==> src/rtl/clock_display_pkg.sv <==
// Shared constants and types for the multiplexed HH:MM:SS seven-segment scanner.
package clock_display_pkg;

    localparam int unsigned NUM_DIGITS = 6;

    // Segment order is {g,f,e,d,c,b,a}, active-high.
    localparam logic [6:0] SEG_0    = 7'h3F;
    localparam logic [6:0] SEG_1    = 7'h06;
    localparam logic [6:0] SEG_2    = 7'h5B;
    localparam logic [6:0] SEG_3    = 7'h4F;
    localparam logic [6:0] SEG_4    = 7'h66;
    localparam logic [6:0] SEG_5    = 7'h6D;
    localparam logic [6:0] SEG_6    = 7'h7D;
    localparam logic [6:0] SEG_7    = 7'h07;
    localparam logic [6:0] SEG_8    = 7'h7F;
    localparam logic [6:0] SEG_9    = 7'h6F;
    localparam logic [6:0] SEG_DASH = 7'h40;

    typedef logic [2:0] digit_idx_t;

    function automatic logic [6:0] seg_encode(input logic [3:0] digit);
        logic [6:0] seg;
        unique case (digit)
            4'd0:    seg = SEG_0;
            4'd1:    seg = SEG_1;
            4'd2:    seg = SEG_2;
            4'd3:    seg = SEG_3;
            4'd4:    seg = SEG_4;
            4'd5:    seg = SEG_5;
            4'd6:    seg = SEG_6;
            4'd7:    seg = SEG_7;
            4'd8:    seg = SEG_8;
            4'd9:    seg = SEG_9;
            default: seg = SEG_DASH;
        endcase
        return seg;
    endfunction

endpackage

==> src/rtl/clock_bcd_split.sv <==
// Splits a 6-bit binary field into decimal tens/ones and flags it valid when value <= limit.
module clock_bcd_split (
    input  logic [5:0] value,
    input  logic [5:0] limit,
    output logic [3:0] tens,
    output logic [3:0] ones,
    output logic       valid
);

    always_comb begin
        tens  = 4'(value / 6'd10);
        ones  = 4'(value % 6'd10);
        valid = (value <= limit);
    end

endmodule

==> src/rtl/clock_display_scan.sv <==
// Time-multiplexed six-digit HH:MM:SS scanner with frame-coherent snapshot.
// Optional COLON_BLINK_EN: colon follows even/odd snapshot seconds instead of enable.
module clock_display_scan
    import clock_display_pkg::*;
#(
    parameter int unsigned SCAN_DIV = 1000
) (
    input  logic       clk,
    input  logic       reset,
    input  logic       enable,
    input  logic [5:0] hours,
    input  logic [5:0] minutes,
    input  logic [5:0] seconds,
    output logic [6:0] seg,
    output logic [5:0] dig_sel,
    output logic       colon
);

    localparam logic [15:0] CntMax  = 16'(SCAN_DIV - 1);
    localparam digit_idx_t  LastIdx = digit_idx_t'(NUM_DIGITS - 1);

    logic [15:0] cnt_q, cnt_d;
    digit_idx_t  idx_q, idx_d;
    logic [5:0]  snap_h_q, snap_h_d, snap_m_q, snap_m_d, snap_s_q, snap_s_d;
    logic        load_pending_q, load_pending_d;
    logic [6:0]  seg_q, seg_d;
    logic [5:0]  dig_sel_q, dig_sel_d;
    logic        colon_q, colon_d;

    logic [3:0] h_tens, h_ones, m_tens, m_ones, s_tens, s_ones;
    logic       h_valid, m_valid, s_valid;
    logic       cnt_wrap, snap_load;
    logic [3:0] digit_val;
    logic       digit_valid;
    logic [6:0] digit_seg;

    clock_bcd_split u_split_h (
        .value(snap_h_q), .limit(6'd23), .tens(h_tens), .ones(h_ones), .valid(h_valid)
    );
    clock_bcd_split u_split_m (
        .value(snap_m_q), .limit(6'd59), .tens(m_tens), .ones(m_ones), .valid(m_valid)
    );
    clock_bcd_split u_split_s (
        .value(snap_s_q), .limit(6'd59), .tens(s_tens), .ones(s_ones), .valid(s_valid)
    );

    always_comb begin
        cnt_wrap = (cnt_q == CntMax);
        cnt_d    = cnt_wrap ? 16'd0 : cnt_q + 16'd1;
        idx_d    = idx_q;
        if (cnt_wrap) begin
            idx_d = (idx_q == LastIdx) ? digit_idx_t'(0) : idx_q + digit_idx_t'(1);
        end

        // Reload only at a frame boundary so a frame never mixes two times.
        snap_load      = load_pending_q | (cnt_wrap & (idx_q == LastIdx));
        snap_h_d       = snap_load ? hours   : snap_h_q;
        snap_m_d       = snap_load ? minutes : snap_m_q;
        snap_s_d       = snap_load ? seconds : snap_s_q;
        load_pending_d = 1'b0;

        digit_val   = 4'd0;
        digit_valid = 1'b0;
        unique case (idx_q)
            3'd0:    begin digit_val = h_tens; digit_valid = h_valid; end
            3'd1:    begin digit_val = h_ones; digit_valid = h_valid; end
            3'd2:    begin digit_val = m_tens; digit_valid = m_valid; end
            3'd3:    begin digit_val = m_ones; digit_valid = m_valid; end
            3'd4:    begin digit_val = s_tens; digit_valid = s_valid; end
            3'd5:    begin digit_val = s_ones; digit_valid = s_valid; end
            default: begin digit_val = 4'd0;   digit_valid = 1'b0;    end
        endcase
        digit_seg = digit_valid ? seg_encode(digit_val) : SEG_DASH;

        seg_d     = enable ? digit_seg : 7'd0;
        dig_sel_d = enable ? (6'd1 << idx_q) : 6'd0;
`ifdef COLON_BLINK_EN
        colon_d   = enable & ~snap_s_q[0];
`else
        colon_d   = enable;
`endif
    end

    always_ff @(posedge clk or posedge reset) begin
        if (reset) begin
            cnt_q          <= 16'd0;
            idx_q          <= digit_idx_t'(0);
            snap_h_q       <= 6'd0;
            snap_m_q       <= 6'd0;
            snap_s_q       <= 6'd0;
            load_pending_q <= 1'b1;
            seg_q          <= 7'd0;
            dig_sel_q      <= 6'd0;
            colon_q        <= 1'b0;
        end else begin
            cnt_q          <= cnt_d;
            idx_q          <= idx_d;
            snap_h_q       <= snap_h_d;
            snap_m_q       <= snap_m_d;
            snap_s_q       <= snap_s_d;
            load_pending_q <= load_pending_d;
            seg_q          <= seg_d;
            dig_sel_q      <= dig_sel_d;
            colon_q        <= colon_d;
        end
    end

    assign seg     = seg_q;
    assign dig_sel = dig_sel_q;
    assign colon   = colon_q;

endmodule
==> config.mk <==
export PLATFORM = sky130hd
export DESIGN_NAME = clock_display_scan
export DESIGN_NICKNAME = d
export VERILOG_FILES = /design/src/rtl/clock_display_pkg.sv /design/src/rtl/clock_bcd_split.sv /design/src/rtl/clock_display_scan.sv
export SDC_FILE = /design/constraint.sdc
export NUM_CORES = 1
export LEC_CHECK = 0
export CAP_MARGIN = 20
export CORE_MARGIN = 5
export CORE_UTILIZATION = 45
export DETAILED_ROUTE_END_ITERATION = 8
export PLACE_DENSITY = 0.66
export SETUP_SLACK_MARGIN = 0.02
export SLEW_MARGIN = 20
export SYNTH_ARGS = -nofsm -noshare
export SYNTH_HDL_FRONTEND = slang
export SYNTH_SLANG_ARGS = --single-unit
==> constraint.sdc <==
create_clock -name clk -period 5.22 [get_ports clk]
set_input_delay 1.305 -clock clk [delete_from_list [all_inputs] [get_ports clk]]
set_output_delay 1.305 -clock clk [all_outputs]
set_load 0.02 [all_outputs]
; ---- After elaboration in Yosys (flattened, before gate mapping)
; Memory sizes are Yosys's and may differ from the RTL's.
; Index checks and enable logic that the tools add are counted.
[totals]
reg_bits = 52
latch_bits = 0
ramBits = 0
mem_bits_ro = 112
inputBits = 21
out_inout_bits = 14
wordCells = 41
memories = 1
[memory_table]
columns = memory, words, word_bits, rd, rd_clocked_by_memory_dff, write_ports, line
row1 = (no name shown), 16, 7, 1, 0, 0, clock_display_pkg.sv:23  ; unique case (digit)
[op_classes]
n_addsub = 2
multipliers = 0
div = 6
magnitude_cmp = 3
eq_ne = 6
n_shift = 1
n_mux = 7
bitwise = 2
n_reduce_logical = 4
[op_table]
columns = operator, n
row1 = 4-bit case mux with 6 select lines, 1
row2 = 6-bit by 4-bit divider with 6-bit output (second input constant), 3
row3 = 6-bit by 4-bit remainder unit with 6-bit output (second input constant), 3
row4 = 16-bit by 1-bit adder with 16-bit output (second input constant), 1
row5 = 16-bit by 10-bit equality test with 1-bit output (second input constant), 1
row6 = 16-bit two-way mux, 1
row7 = 7-bit two-way mux, 2
row8 = 6-bit less-or-equal comparator (second input constant), 2
row9 = 3-bit by 2-bit equality test with 1-bit output (second input constant), 2
row10 = 3-bit equality test (second input constant), 2
row11 = 6-bit by 5-bit less-or-equal comparator with 1-bit output (second input constant), 1
row12 = 6-bit two-way mux, 1
row13 = 2-bit OR reduction, 3
row14 = 1-bit by 3-bit left shift with 6-bit output (first input constant), 1
row15 = 3-bit by 1-bit adder with 3-bit output (second input constant), 1
row16 = 3-bit by 1-bit equality test with 1-bit output (second input constant), 1
row17 = 3-bit logical NOT, 1
row18 = 3-bit two-way mux, 1
row19 = 1-bit case mux with 3 select lines, 1
row20 = 1-bit AND, 1
row21 = 1-bit bitwise OR, 1

; ---- Depth between registers and ports, before layout
; Gate-level depths: netlist (run 1).
[logic_depth]
depth_word = 5
ltp_mapped = 22
depth_no_buf = 19

; ---- By module
; From an unflattened synthesis (run 1), not the netlist that was laid out.
[hier_totals]
cells_unflattened = 403
hier_area_um2 = 3773.6
[by_module_without_submodules]
columns = mod, n_inst, cells_per_inst, area_per_inst_um2, seq_area_each_um2
row1 = clock_display_scan, 1, 204, 2448.6, 1302.5
row2 = clock_bcd_split (u_split_h ...), 2, 68, 430.4, 0.0
row3 = clock_bcd_split (u_split_s), 1, 63, 464.2, 0.0

; ---- Worst setup path before layout (run 1)
; OpenSTA, ideal clock, no wires.
[synth_timing]
path_kind = register to register
from = reg idx_q[0]
to = reg seg_q[0], in the netlist seg[0]
setup_ps = 87
arrival_ps = 4530
required_time_ps = 5133
setup_slack_ps = 603
stages_incl_launch_ff = 21
path_buffers = 4
period_less_slack_ps = 4617
path_cell_list = dfrtp_1 buf_2 inv_1 buf_2 nor2_1 ha_1 clkbuf_1 and2_1 a2111oi_2 nor2_2 inv_1 ha_1 o32ai_1 a21oi_1 o32ai_1 ha_1 o41a_1 nor2b_1 buf_6 mux2_4 a211oi_2
[synth_via]
elab_chain_len = 5
elab_cells_between_ends = 14
classes_between = eq/ne: 5 / mux: 4 / reduce/logical: 4 / memory: 1
[synth_lines]
columns = item, line
row1 = "start, declared", clock_display_scan.sv:23  ; digit_idx_t idx_q, idx_d;
row2 = "start signal, assigned", clock_display_scan.sv:87  ; idx_q <= digit_idx_t'(0);
row3 = "start signal, assigned", clock_display_scan.sv:97  ; idx_q <= idx_d;
row4 = "3-bit equality test, or another cell as far along", clock_display_scan.sv:64  ; unique case (idx_q)
row5 = 4-bit case mux with 6 select lines or 2-bit OR reduction (tied branches), n/a
row6 = memory 16 x 7 bit or 1-bit case mux with 3 select lines (tied branches), n/a
row7 = 7-bit two-way mux (*), clock_display_scan.sv:73  ; digit_seg = digit_valid ? seg_encode(digit_val) : SEG_DASH;
row8 = 7-bit two-way mux (*), clock_display_scan.sv:75  ; seg_d = enable ? digit_seg : 7'd0;
row9 = via seg_d[0], clock_display_scan.sv:26  ; logic [6:0] seg_q, seg_d;
row10 = "end signal, assigned", clock_display_scan.sv:102  ; seg_q <= seg_d;
row11 = "end, declared", clock_display_scan.sv:26
; Mark *: on every way through the listed nets, which the timed path passes. The rest lies on a longest branch.
; A chain may end at the register's enable or synchronous reset.

; ---- Final worst setup path (run 1)
[layout_timing]
from = reg idx_q[1]
to = reg seg_q[0], in the netlist seg[0]
; The elaborated chain is that of the path after synthesis.

==> results of run 1 <==
[worst max path at each step]
| stage | cells past startpoint | start | end |
|---|---|---|---|
| after floorplan | 20 | idx_q[0] | seg[0] |
| after global placement | 15 | idx_q[2] | seg[0] |
| after detailed placement | 15 | idx_q[2] | seg[0] |
| after CTS | 15 | idx_q[2] | seg[0] |
| after global routing | 16 | idx_q[1] | seg[0] |
| final | 16 | idx_q[1] | seg[0] |
[per-stage QoR]
step / power, mW / instances / setup WS [ps]
floorplan: 0.607 / 319 / 603
global placement: 0.668 / 438 / 552
detailed placement: 0.672 / 438 / 375
CTS: 0.961 / 446 / 321
global route: 1.01 / 446 / 31.4
finish: 0.951 / 446 / 410
[cell type report]
cell class,instances,area [um2]
fillers,645,3130
multi-input cells,232,1710
flip-flops and latches,52,1300
repair buffers,38,370
well taps,96,120
clock buffers,6,82.6
inverters,20,78.8
clock inverters,2,38.8
[repair_timing]
item,4_1_cts,5_1_grt
resized for setup,0,2
buffers inserted,0,0
setup endpoints to repair,0,5
[per-layer routing]
metal	GRT usage (%)	part of all wire (%)	vias up
li1	-	-	1219
met1	22.6	48	1198
met2	25.1	44	88
met3	3.37	5.2	17
met4	6.26	2.8	0
met5	0	0	-
[power by group]
part	switching, mW	leakage (nW)	total, mW	internal [mW]
combinational	0.121	0.866	0.222	0.102
sequential	0.0180	0.656	0.442	0.424
clock	0.130	0.0614	0.287	0.157
[cell usage in the layout, fill, tap and decap left out, types with 6 or more instances in the layout]
| cell | count |
|---|---|
| mux2_2 | 20 |
| nand3_1 | 6 |
| clkdlybuf4s50_1 | 34 |
| clkbuf_8 | 6 |
| xnor2_1 | 8 |
| ha_1 | 13 |
| nand4_1 | 6 |
| inv_1 | 18 |
| dfrtp_1 | 50 |
| a21oi_1 | 15 |
| o21ai_0 | 13 |
| nor3_1 | 7 |
| o22ai_1 | 6 |
| xor2_1 | 9 |
| nor2_1 | 24 |
| nand2_1 | 18 |
[sequential cells by signal, indices dropped and copies added, names as in the netlist]
signal	flops
snap_h_q	6
snap_m_q	6
cnt_q	16
dig_sel	6
idx_q	3
seg	7
snap_s_q	6
load_pending_q	1
colon	1
[kinds of logic after synthesis]
group,share of synthesized area [%]
simple gates,17.4
compound gates,17.9
flops,41.0
buf+inv,5.27
mux,8.50
xor+xnor,4.68
fa+ha+maj,5.12
other cells,0.118
==> run metrics, run 1 <==
Arrival @ worst endpoint=5030 ps; die height=94.1 um; Post-Syn Area=3180 um2; DRC=0; Hold WC Path Type=flip-flop to flip-flop; CP Launch Type=flip-flop; All-Layer GR Usage=16.4%; critical path class=flip-flop to flip-flop; number of global-route vias before repair=2392; Die Footprint=8850 um2; fin area=3710 um2; Mapped Cells=319; synth unique cells=68; Synth Warn #=0; Slew HR=39.3%; Clock Latency Late Sink=approximately 310 ps; CORE AREA=6830 um2; Worst Hold Path EP=cnt_q[0]; via count=2522; Reg2Reg Depth=16; clk_skew=between 10 and 15 ps; Crit Path Max Fanout=18; TritonCTS clock tree=done; Setup Viol. Count Final=0; Cell Pwr Density=~260 nW/um2; Syn Area/Cell=between 9 and 10 um2; Die Wd=about 94 um; crit path cell chain=inv_1 > nor2_1 > ha_1 > and2_1 > a2111oi_2 > nor2_2 > inv_1 > ha_1 > o32ai_1 > a21oi_1 > o32ai_1 > ha_1 > o41a_1 > nor2b_2 > mux2_4 > a211oi_2; Area growth syn-to-layout=16.6%; DR iter-0 viols=256; grt ovf=0; RePlAce Congestion=0.890; wire per inst=15.2 um; Slew @ Worst Pin=905 ps; post-synthesis sequential element count=52; Ant. Diodes=0; LEAKAGE=1.58 nW; syn_nets=353; fmax=0.208 GHz; CP dominant cell by count=ha_1; initial antenna violation count=0; max incr delay on CP=550 ps; Pre-antenna DRT Iters=5; Post-synth EDFFs=0; Core Rows=30; DP HPWL=5130 um; clk root buf=clkbuf_8; sequential element share of the synthesized area=41.0%; Ports=35; top-count cell post-synth=dfrtp_1; cts hold-fix bufs=0; cell family with the largest share of critical-path delay=compound AO/OA/AOI/OAI gates; vias per cell=around 5.7; fin nets=around 380; post-synth top area cell=dfrtp_1; max-slew violation count=0; final hold slack=457 ps; post-synth top area share=approximately 40%; ranking of synthesized cells by area=dfrtp_1 40%, mux2_2 7.1%, ha_1 5.1%; peak supply drop=139 uV; Worst R2R Setup Slack=just over 400 ps; top cells by count, synth=51 x dfrtp_1, 24 x nor2_1, 20 x mux2_2; Crit path required time=~5400 ps; first-pass GRT wire length=11600 um; Critical Path End Type=flip-flop; status=completed; Post-Route Setup TNS=0 ps; Post-Place Cell Area=3580 um2; Most used DFF post-synth=dfrtp_1; Finished Core Util=54.2%; reg2reg start=idx_q[1]; CTS Buf Count=5; CTS clk-pin slew, worst paths=90 ps; largest net degree at the start of global routing=between 50 and 60; Starting Density=a little under half; hold_sp=cnt_q[0]; max cap viols=0; final hold violations=0; htree depth=2; fin crit period=4810 ps; Detail Route Antenna Nets=0; R2R Path End=seg[0]; clock sinks=52; RSZ-0062 raised after global routing=no; period utilization=92.2%; CTS Buffer Depth=2; WHS Path Cells=1; asr flop ratio synth=100%; Buf/Inv on CP=2; drt total wl=6800 um; slowest cell on the critical path=dfrtp_1; IO Port Bufs=34; share of layout cells above drive strength 1=about 14%
Note: power is estimated with default switching activity, not from simulation.
==> run 2, diff against run 1 <==
Settings changed: CAP_MARGIN 20 to unset, CORE_UTILIZATION 45 to 50, PLACE_DENSITY 0.66 to 0.72.
==> run metrics, run 2 (synthesis results as in run 1) <==
status=completed; Cell Pwr Density=245 nW/um2 (-4.5%); fin crit period=4710 ps (-103 ps); Slew @ Worst Pin=898 ps (-6.72 ps); Crit path required time=5450 ps (about the same); IO Port Bufs=34 (unchanged); Arrival @ worst endpoint=4930 ps (-100 ps); Core Rows=29 (-3.3%); max FFs per register=16 (unchanged); Finished Core Util=58.3% (+4.0 points); Hold WC Path Type=flip-flop to flip-flop; htree depth=2 (unchanged); RePlAce Congestion=0.983 (+10%); Critical Path End=seg[0]; CORE AREA=6280 um2 (-8.1%); cts hold-fix bufs=0 (unchanged); commonest non-fill, non-tap cells in the layout=50 x dfrtp_1, 34 x clkdlybuf4s50_1, 24 x nor2_1; RSZ-0062 raised after global routing=no; share of layout cells above drive strength 1=14.2% (+0.25 points); Slew HR=39.7% (+0.45 points); WHS Path Cells=1 (unchanged); commonest non-fill, non-tap cell in the layout=dfrtp_1; Post-Place Cell Area=3560 um2 (-0.45%); fin area=3660 um2 (-1.3%); CTS Buf Count=5 (unchanged); Area growth syn-to-layout=15.1%; LEAKAGE=1.57 nW (-0.72%); reg2reg start=idx_q[2]; initial antenna violation count=0 (unchanged); fillcell total=560 (-13%); multi-input logic area=1710 um2 (unchanged); Die Wd=89.7 um (-4.6%); clk root buf=clkbuf_8; CTS resizes=0 (unchanged); All-Layer GR Usage=16.6% (+0.28 points); fin nets=384 (+0.26%); Die Footprint=8050 um2 (-9.0%); peak supply drop=115 uV (-17%); crit path from=idx_q[2]; vias per cell=5.88 (+4.0%); Setup Viol. Count Final=0 (unchanged); DR iter-0 viols=194 (-24%); Pre-antenna DRT Iters=6 (+1); TritonCTS clock tree=done; DRC=0 (unchanged); number of global-route vias before repair=2399 (+0.29%); CTS clk-pin slew, worst paths=100 ps (about the same); grt ovf=0 (unchanged); largest net degree at the start of global routing=53 (unchanged); Ant. Diodes=0 (unchanged); final hold slack=463 ps (+6.40 ps); drt total wl=6530 um (-4.0%); CTS Buffer Depth=2 (unchanged); final hold violations=0 (unchanged); register area=1300 um2 (unchanged); post-CTS setup buffers=0 (unchanged); clock sinks=52 (unchanged); largest register by flop count=cnt_q; first-pass GRT wire length=11400 um (-1.5%); Total Power Consumption=897 uW (-5.7%); Crit Path Max Fanout=17 (-1); Detail Route Antenna Nets=0 (unchanged); CP Launch Type=flip-flop; die height=89.7 um (-4.6%); Reg2Reg Depth=15 (-1); fmax=0.212 GHz (+2.2%); Critical Path End Type=flip-flop; DP HPWL=4990 um (-2.8%); Clock Latency Late Sink=310 ps (about the same); period utilization=90.2% (-2.0 points); max-slew violation count=0 (unchanged); Ports=35 (unchanged); R2R Path End=seg[0]; dpl cells=420 (-4.1%); max cap viols=0 (unchanged); Final WS setup=513 ps (+103 ps); Worst R2R Setup Slack=510 ps (+100 ps); dpl ws=423 ps (+48.3 ps); Starting Density=50.6% (+4.1 points); via count=2518 (-0.16%); clk_skew=3.85 ps (-7.84 ps); wire per inst=15.3 um (about the same); critical path class=flip-flop to flip-flop; final cell count without fillers=428 (-4.0%); Post-Route Setup TNS=0 ps (unchanged)
-- run 2: cell count changes in the layout (fill, tap and decap cells not counted), sizes merged --
cell / change
buf: +1
bufinv: -1
clkbuf: -1
clkinvlp: +1
inv: +1
-- run 2: per-layer routing --
metal / vias to the layer above / global-route usage, % / part of all wire, %
met5: - / 0 / 0
met4: 0 / 5.42 / 2.5
met3: 15 / 3.84 / 5.6
met2: 83 / 25.5 / 44
met1: 1197 / 23.2 / 47
li1: 1223 / - / -
-- run 2: how the worst min path moves through the flow --
| stage | startpoint | endpoint | slack [ps] |
|---|---|---|---|
| detailed placement | cnt_q[0] | cnt_q[0] | 450 |
| floorplan | cnt_q[0] | cnt_q[0] | 430 |
| global route | cnt_q[0] | cnt_q[0] | 500 |
| global placement | cnt_q[0] | cnt_q[0] | 440 |
| CTS | cnt_q[0] | cnt_q[0] | 470 |
| finish | cnt_q[0] | cnt_q[0] | 460 |
-- run 2: where the power goes --
part / total, mW / leakage [nW] / switching [mW] / internal [mW]
Sequential: 0.441 / 0.656 / 0.0168 / 0.424
Clock: 0.231 / 0.0445 / 0.136 / 0.0953
Combinational: 0.225 / 0.871 / 0.122 / 0.103
-- run 2: final cells by class --
type | instances | share of cell area, %
clock buffers | 5 | 1.88
clock inverters | 3 | 0.581
inverters | 20 | 2.15
multi-input cells | 232 | 46.8
flip-flops and latches | 52 | 35.6
well taps | 77 | 2.63
repair buffers | 39 | 10.3
-- run 2: worst max-delay path, stage by stage, from the launching register on --
cell and delay, ps:
dfrtp_2 530, inv_1 140, ha_1 340, and2_1 220, a2111oi_2 410, nor2_2 150, inv_1 180, ha_1 310
o32ai_1 290, a21oi_1 120, o32ai_1 400, ha_1 320, o41a_1 450, nor2b_2 240, mux2_4 330, a211oi_2 200
==> run 3, diff against run 2 <==
Settings changed: MAX_ROUTING_LAYER set to met4.
==> run metrics, run 3 (synthesis results as in run 1) <==
status=completed; register area=1300 um2 (unchanged); Die Wd=89.7 um (unchanged); commonest non-fill, non-tap cell in the layout=dfrtp_1; Clock Latency Late Sink=310 ps (about the same); CTS Buffer Depth=2 (unchanged); reg2reg start=idx_q[2]; share of layout cells above drive strength 1=14.2% (unchanged); max-slew violation count=0 (unchanged); TritonCTS clock tree=done; die height=89.7 um (unchanged); Critical Path End Type=flip-flop; fmax=0.210 GHz (-1.1%); DR iter-0 viols=181 (-6.7%); DRC=0 (unchanged); vias per cell=5.83 (-0.83%); wire per inst=15.6 um (+2.0%); Slew HR=38.2% (-1.5 points); final cell count without fillers=428 (unchanged); Crit path required time=5440 ps (about the same); htree depth=2 (unchanged); CTS clk-pin slew, worst paths=100 ps (about the same); Post-Route Setup TNS=0 ps (unchanged); Starting Density=50.6% (unchanged); fillcell total=553 (-1.3%); number of global-route vias before repair=2431 (+1.3%); final hold slack=460 ps (-2.86 ps); Pre-antenna DRT Iters=4 (-2); initial antenna violation count=0 (unchanged); Area growth syn-to-layout=16.1%; fin area=3690 um2 (+0.85%); drt total wl=6660 um (+2.0%); Post-Place Cell Area=3560 um2 (unchanged); Slew @ Worst Pin=921 ps (+23.0 ps); crit path from=idx_q[2]; LEAKAGE=1.59 nW (+1.1%); final hold violations=0 (unchanged); peak supply drop=135 uV (+17%); clock sinks=52 (unchanged); All-Layer GR Usage=17.5% (+0.84 points); multi-input logic area=1710 um2 (unchanged); max cap viols=0 (unchanged); commonest non-fill, non-tap cells in the layout=50 x dfrtp_1, 34 x clkdlybuf4s50_1, 24 x nor2_1; period utilization=91.2% (+1.0 points); Ant. Diodes=0 (unchanged); first-pass GRT wire length=11700 um (+1.9%); Die Footprint=8050 um2 (unchanged); Total Power Consumption=959 uW (+6.9%); Crit Path Max Fanout=17 (unchanged); RePlAce Congestion=1.01 (+3.1%); DP HPWL=5050 um (+1.2%); hold_sp=cnt_q[0]; max FFs per register=16 (unchanged); fin crit period=4760 ps (+54.8 ps); largest register by flop count=cnt_q; CP Launch Type=flip-flop; IO Port Bufs=34 (unchanged); Hold WC Path Type=flip-flop to flip-flop; Ports=35 (unchanged); Detail Route Antenna Nets=0 (unchanged); Core Rows=29 (unchanged); RSZ-0062 raised after global routing=no; clk_skew=11.6 ps (+7.77 ps); Arrival @ worst endpoint=4980 ps (+50 ps); largest net degree at the start of global routing=53 (unchanged); CTS Buf Count=5 (unchanged); grt ovf=0 (unchanged); fin nets=384 (unchanged); dpl cells=420 (unchanged); via count=2497 (-0.83%); critical path class=flip-flop to flip-flop; clk root buf=clkbuf_8; Setup Viol. Count Final=0 (unchanged); CORE AREA=6280 um2 (unchanged); Cell Pwr Density=260 nW/um2 (+6.0%)
## run 3: cell types whose count changed in the layout (fill, tap and decap cells not counted)
cell | before | now
clkinv_4 | 0 | 1
inv_6 | 1 | 0
clkinvlp_4 | 1 | 0
clkbuf_8 | 5 | 6
bufinv_16 | 0 | 1
clkinv_2 | 2 | 1
## run 3: final cells by class
cell class	instances	area share (%)
well taps	77	2.61
clock inverters	2	1.05
flip-flops and latches	52	35.3
multi-input cells	232	46.4
clock buffers	6	2.24
inverters	20	2.14
repair buffers	39	10.2
## run 3: stage by stage
stage               setup slack (ps)  util (%)
finish                           458      58.8
global placement                 589      56.8
global route                     105      58.8
detailed placement               338      56.8
floorplan                        603         -
CTS                              298      58.7
## run 3: path summary, 6_finish.rpt
kind                            slack [ps]  cells past startpoint    endpoint
min in group asynchronous             1450                      2  dig_sel[1]
worst max-delay path                   460                     15      seg[0]
worst min-delay path                   460                      1    cnt_q[0]
max in group asynchronous             3220                      2    idx_q[2]
worst min register to register         460                      1    cnt_q[0]
worst max register to register         460                     15      seg[0]
## run 3: critical path, cell delays in order (launching register included)
cell,delay (ps)
dfrtp_2,520
inv_1,140
ha_1,350
and2_1,220
a2111oi_2,420
nor2_2,130
inv_1,190
ha_1,300
o32ai_1,340
a21oi_1,110
o32ai_1,400
ha_1,320
o41a_1,450
nor2b_2,240
mux2_4,330
a211oi_2,200
## run 3: layer usage
layer  vias to the layer above  global-route usage, %  wire length (um)
li1                       1217                      -                 -
met1                      1182                   23.3              3140
met2                        85                   26.8              3040
met3                        13                   3.92               350
met4                         0                   4.91               136
met5                         -                      -                 0
## run 3: timing repair
item                                    in CTS  in global routing
hold buffers                                 0                  0
buffers inserted                             0                  0
endpoints found under the setup margin       0                  7
resized for setup                            0                  2
## run 3: power breakdown
group          internal (mW)  switching (mW)  total (mW)
combinational          0.103           0.123       0.226
sequential             0.424          0.0174       0.442
clock                  0.157           0.135       0.292
total                  0.684           0.276       0.959
==> RTL change 1: new RTL, settings of run 2 <==
Register the inputs `hours`, `minutes` and `seconds` before use, cleared by the reset. The logic sees them one clock later. The other inputs are not delayed to match.
--- a/src/rtl/clock_display_scan.sv
+++ b/src/rtl/clock_display_scan.sv
@@ -20,2 +20,18 @@
     localparam digit_idx_t  LastIdx = digit_idx_t'(NUM_DIGITS - 1);
+
+    logic [5:0] hours_q;
+    logic [5:0] minutes_q;
+    logic [5:0] seconds_q;
+
+    always_ff @(posedge clk or posedge reset) begin
+        if (reset) begin
+            hours_q   <= '0;
+            minutes_q <= '0;
+            seconds_q <= '0;
+        end else begin
+            hours_q   <= hours;
+            minutes_q <= minutes;
+            seconds_q <= seconds;
+        end
+    end
 
@@ -56,5 +72,5 @@
         snap_load      = load_pending_q | (cnt_wrap & (idx_q == LastIdx));
-        snap_h_d       = snap_load ? hours   : snap_h_q;
-        snap_m_d       = snap_load ? minutes : snap_m_q;
-        snap_s_d       = snap_load ? seconds : snap_s_q;
+        snap_h_d       = snap_load ? hours_q : snap_h_q;
+        snap_m_d       = snap_load ? minutes_q : snap_m_q;
+        snap_s_d       = snap_load ? seconds_q : snap_s_q;
         load_pending_d = 1'b0;
Formal check against the unedited RTL: not equivalent (a bounded check fails within 4 cycles, from zero or initial values and one cycle with reset high).
==> RTL change 1 against run 2 <==
  * First-iteration DRC count up 68%
  * Worst setup slack better by 0.072 ns
  * Clock power up 98%
  * Sequential share of layout area up 2.7 points
  * Highest routed layer unchanged
  * Routed wire length up 23%
  * Utilization up 1.2 points
  * Design area up 25%
  * Area after synthesis up 23%
  * Cell count up 21%
  * Sequential cell count up 18
  * Global-route usage up 0.63 points
  * Clock skew up 0.0058 ns
  * Total power up 49%
==> RTL change 1: results (changes against run 2) <==
[routing]
vias_per_cell=5.79  ; was 5.88
drt-pass1-iter-count=5  ; was 6
drt-initial-drc-count=325  ; was 194
finalWirelength_um=8020  ; was 6530 um

[cts]
clockBufferDepth=2  ; unchanged
worstSkewPairLatency_ns=0.34  ; was 0.31 ns
clkTransAtPathRegs_ns=0.07  ; was 0.10 ns
cts_made_buffers=9  ; was 5
cts_resized=0  ; unchanged
htreeDepth=3  ; was 2

[grt]
grt_first_pass_wirelength_um=13600  ; was 11,400 um
grtUsageMet3_pct=3.11  ; was 3.84%
grt_pass1_vias=2848  ; was 2,399
use_met2_pct=26.2  ; was 25.5%
grt_max_degree=37  ; was 53
gr-usage-met1_pct=23.7  ; was 23.2%
grt_usage_pct=17.3  ; was 16.6%

[final_layout]
fin_cells=519  ; was 428
layout.nets=446  ; was 384
top_register=cnt_q  ; unchanged
layout_commonest_cell=dfrtp_1  ; unchanged
drive_above_1_share_pct=16.1  ; was 14.2%

[synthesis]
synth_cell_types=71  ; was 68
synth_cells=375  ; was 319
synth_fp_nets=409  ; was 353
synth_area_leaders=dfrtp_1 44%, mux2_2 5.7%, ha_1 4.1%, a21oi_1 2.6%, nor2_1 2.5%  ; was dfrtp_1 40%, mux2_2 7.1%, ha_1 5.1%, nor2_1 2.8%, xor2_1 2.5%
yosysSeqAreaShare_pct=44.7  ; was 41.0%
synth_commonest_cells=69 x dfrtp_1, 26 x nor2_1, 24 x nand2_1  ; was 51 x dfrtp_1, 24 x nor2_1, 20 x mux2_2

[timing]
fin_skew_ns=0.00961  ; was 0.00385 ns
tightest_slew_ns=1.04  ; was 0.898 ns

[place]
place.gp.congestion=0.940  ; was 0.983
hpwl_um=5880  ; was 4990 um
dp.cells=503  ; was 420
place_area_sq_um=4350  ; was 3560 sq um

[critical_path]
reg2reg_slack_ns=0.58  ; was 0.51 ns
worstPathArrival_ns=4.89  ; was 4.93 ns
worstPathMaxFanout=14  ; was 17

[pwr]
ir_worst_vdd_v=0.000180  ; was 0.000115 V
power.leakage_nw=1.90  ; was 1.57 nW

[status]
outcome=complete, no violations  ; unchanged

[RTL change 1: worst paths after layout]
| path | from | endpoint | cells past startpoint |
|---|---|---|---|
| worst max-delay path | idx_q[1] | seg[6] | 20 |
| worst min-delay path | cnt_q[0] | cnt_q[0] | 1 |
| worst max register to register | idx_q[1] | seg[6] | 20 |
| worst min register to register | cnt_q[0] | cnt_q[0] | 1 |
| max in group asynchronous | reset | hours_q[0] | 3 |
| min in group asynchronous | reset | cnt_q[0] | 2 |
[RTL change 1: cell type report]
cell class | count | area [sq um]
fill | 664 | 3120
multi-input combinational | 271 | 2010
clock inverter | 4 | 53.8
tap | 102 | 128
sequential | 70 | 1750
timing repair buffer | 40 | 385
inverter | 20 | 75.1
clock buffer | 12 | 165
[RTL change 1: through the flow]
stage	hold WS (ns)	setup WS, ns	utilization, %	total power, mW
3_3_place_gp	0.443	0.856	56.6	0.881
5_1_grt	0.492	0.199	59.4	1.41
2_1_floorplan	0.425	0.634	-	0.809
3_5_place_dp	0.457	0.704	56.6	0.891
4_1_cts	0.467	0.667	59.4	1.35
6_report	0.463	0.585	59.4	1.34
[RTL change 1: worst max-delay path: stages (launching register included)]
cell and delay, ns:
dfrtp_1 0.60, and2_1 0.19, ha_1 0.26, nand2_1 0.10, a221oi_1 0.32, or2_2 0.22
inv_2 0.08, ha_1 0.23, nor3_1 0.39, a21oi_1 0.07, a21oi_1 0.22, nor2_1 0.11
xnor2_1 0.13, ha_1 0.31, o221a_1 0.14, nor4_1 0.32, o31ai_2 0.10, buf_4 0.18
nor2b_1 0.17, o21bai_1 0.19, a31oi_1 0.19
[RTL change 1: routing by layer]
layer	vias up	share of wire, %
met4	0	2.4
met3	22	3.8
met1	1445	45
met2	85	48
li1	1451	-
met5	-	0
[RTL change 1: cells by family (layout without fill, tap and decap cells)]
family / Yosys count / after routing / share of synthesized area (%)
AND/OR/NAND/NOR: 119 / 119 / 15.5
AO/OA/AOI/OAI: 96 / 96 / 19.8
flip-flops: 70 / 70 / 44.7
buffers and inverters: 34 / 76 / 4.43
multiplexers: 26 / 26 / 7.59
XOR/XNOR: 16 / 16 / 3.76
adder cells (fa/ha/maj): 13 / 13 / 4.15
other: 1 / 1 / 0.0956
[RTL change 1: power breakdown]
group / switching [mW] / total, mW / internal (mW) / leakage, nW
registers: 0.0274 / 0.599 / 0.571 / 0.868
logic: 0.155 / 0.284 / 0.129 / 0.929
clock network: 0.197 / 0.458 / 0.260 / 0.105
==> RTL change 2: new RTL, config.mk and constraints of run 2 <==
Without the edit above. Build with the macro `COLON_BLINK_EN` defined.
--- a/src/rtl/clock_display_scan.sv
+++ b/src/rtl/clock_display_scan.sv
@@ -2,2 +2,4 @@
 // Optional COLON_BLINK_EN: colon follows even/odd snapshot seconds instead of enable.
+`define COLON_BLINK_EN
+
 module clock_display_scan
Check against the original RTL: not equivalent (a bounded check fails within 4 cycles, from zero or initial values and one cycle with reset high).
==> RTL change 2 against run 2 <==
  * Routed wire length increased by 16%
  * Total power up 11%
  * Worst setup slack improved by 0.13 ns
  * Maximum frequency increased by 2.8%
  * Combinational power rose by 18%
  * Clock skew rose by 0.0067 ns
  * Sequential cell count stayed put
  * Area after synthesis up 8.9%
  * Design area rose by 8.3%
  * Critical path type unchanged
==> RTL change 2: results (changes against run 2) <==
[pwr]
ir_worst_vdd_v=0.000145  ; was 0.000115 V
power.leakage_nw=1.67  ; was 1.57 nW

[status]
outcome=complete, no violations  ; unchanged

[final_layout]
drive_above_1_share_pct=15.3  ; was 14.2%
fin_cells=471  ; was 428
layout.nets=424  ; was 384
fill_cells=593  ; was 560

[synthesis]
synth_ff_type=dfrtp_1  ; unchanged
synth_fp_nets=394  ; was 353
synthMuxAreaShare_pct=7.41  ; was 8.50%
synth-compound-area-share_pct=20.7  ; was 17.9%
yosys.area_share.xor_xnor_pct=4.48  ; was 4.68%
synth_cell_types=78  ; was 68
yosysSeqAreaShare_pct=37.6  ; was 41.0%
synth_area_leaders=dfrtp_1 37%, mux2_2 6.8%, ha_1 4.7%, nor2_1 3.5%, a21oi_1 3.0%  ; was dfrtp_1 40%, mux2_2 7.1%, ha_1 5.1%, nor2_1 2.8%, xor2_1 2.5%
avgSynthCellArea_sq_um=9.62  ; was 9.97 sq um
synth-adder-area-share_pct=4.70  ; was 5.12%

[critical_path]
worstPathMaxFanout=23  ; was 17
worstPathArrival_ns=4.81  ; was 4.93 ns

[place]
hpwl_um=5690  ; was 4990 um
dp.cells=463  ; was 420
place.gp.congestion=0.958  ; was 0.983

[routing]
vias_per_cell=6.17  ; was 5.88
drt-pass1-iter-count=5  ; was 6
finalWirelength_um=7580  ; was 6530 um

[grt]
grt_max_degree=39  ; was 53
grt_usage_pct=18.1  ; was 16.6%
use_met2_pct=29.6  ; was 25.5%
gr-usage-met1_pct=24.8  ; was 23.2%
grt_pass1_vias=2760  ; was 2,399
grt_first_pass_wirelength_um=13000  ; was 11,400 um

[worst_hold_path]
hp-class=reg -> reg  ; unchanged

[timing]
tightest_slew_ns=0.994  ; was 0.898 ns
fin_skew_ns=0.0105  ; was 0.00385 ns

-- RTL change 2: cell count changes after synthesis, moves of 4 or more --
| cell | delta |
|---|---|
| and2_1 | +4 |
| o21ai_0 | -4 |
| inv_1 | -8 |
| a21oi_1 | +6 |
| o211ai_1 | +4 |
| o22ai_1 | -5 |
| nor2_1 | +8 |
| nand2_1 | +9 |
| clkbuf_1 | +4 |
| nand3_1 | +10 |
| buf_2 | -5 |
-- RTL change 2: final cells by class --
type | count | share of cell area [%]
sequential | 52 | 32.9
clock buffer | 5 | 1.74
timing repair buffer | 38 | 9.35
inverter | 15 | 1.55
clock inverter | 3 | 1.17
multi-input combinational | 278 | 50.8
tap | 80 | 2.53
-- RTL change 2: power groups by stage --
stage	combinational (mW)	clock, mW	sequential, mW
floorplan	0.182	0	0.458
global placement	0.256	0	0.452
detailed placement	0.261	0	0.453
CTS	0.262	0.297	0.445
global route	0.293	0.312	0.448
finish	0.266	0.288	0.445
-- RTL change 2: per-stage QoR --
| step | util (%) | area, sq um | setup WS (ns) | hold WS (ns) |
|---|---|---|---|---|
| floorplan | - | 3460 | 1.06 | 0.425 |
| global placement | 56.9 | 3850 | 0.945 | 0.438 |
| detailed placement | 56.9 | 3850 | 0.799 | 0.458 |
| CTS | 58.6 | 3960 | 0.744 | 0.473 |
| global route | 58.6 | 3960 | 0.395 | 0.489 |
| finish | 58.6 | 3960 | 0.639 | 0.466 |
-- RTL change 2: critical path, stage by stage (launching register included) --
cell and delay [ns]:
dfrtp_1 0.80, and2_1 0.23, ha_1 0.38, nand2_1 0.12, o211ai_2 0.10, o21a_4 0.19
inv_2 0.07, ha_1 0.40, o41ai_2 0.51, a21oi_1 0.09, ha_1 0.31, o311a_1 0.35
a22o_1 0.34, or4_1 0.53, o211ai_2 0.08
-- RTL change 2: final timing paths --
path                            slack, ns              to  depth (start not counted)  startpoint
worst max register to register       0.64          seg[4]                         14    idx_q[0]
worst min-delay path                 0.47        cnt_q[0]                          1    cnt_q[0]
max in group asynchronous            3.19  load_pending_q                          3       reset
worst max-delay path                 0.64          seg[4]                         14    idx_q[0]
min in group asynchronous            1.24     snap_m_q[4]                          2       reset
worst min register to register       0.47        cnt_q[0]                          1    cnt_q[0]
-- RTL change 2: logic make-up (layout without fill, tap and decap cells) --
logic type / Yosys count / after routing
other: 1 / 1
adder cells (fa/ha/maj): 13 / 13
AND/OR/NAND/NOR: 132 / 132
XOR/XNOR: 16 / 16
multiplexers: 23 / 23
flip-flops: 52 / 52
AO/OA/AOI/OAI: 93 / 93
buffers and inverters: 30 / 61
-- RTL change 2: per-layer routing --
metal / vias to the layer above / share of wire [%]
li1: 1383 / -
met1: 1376 / 44
met2: 130 / 47
met3: 19 / 7.1
met4: 0 / 2.0
met5: - / 0
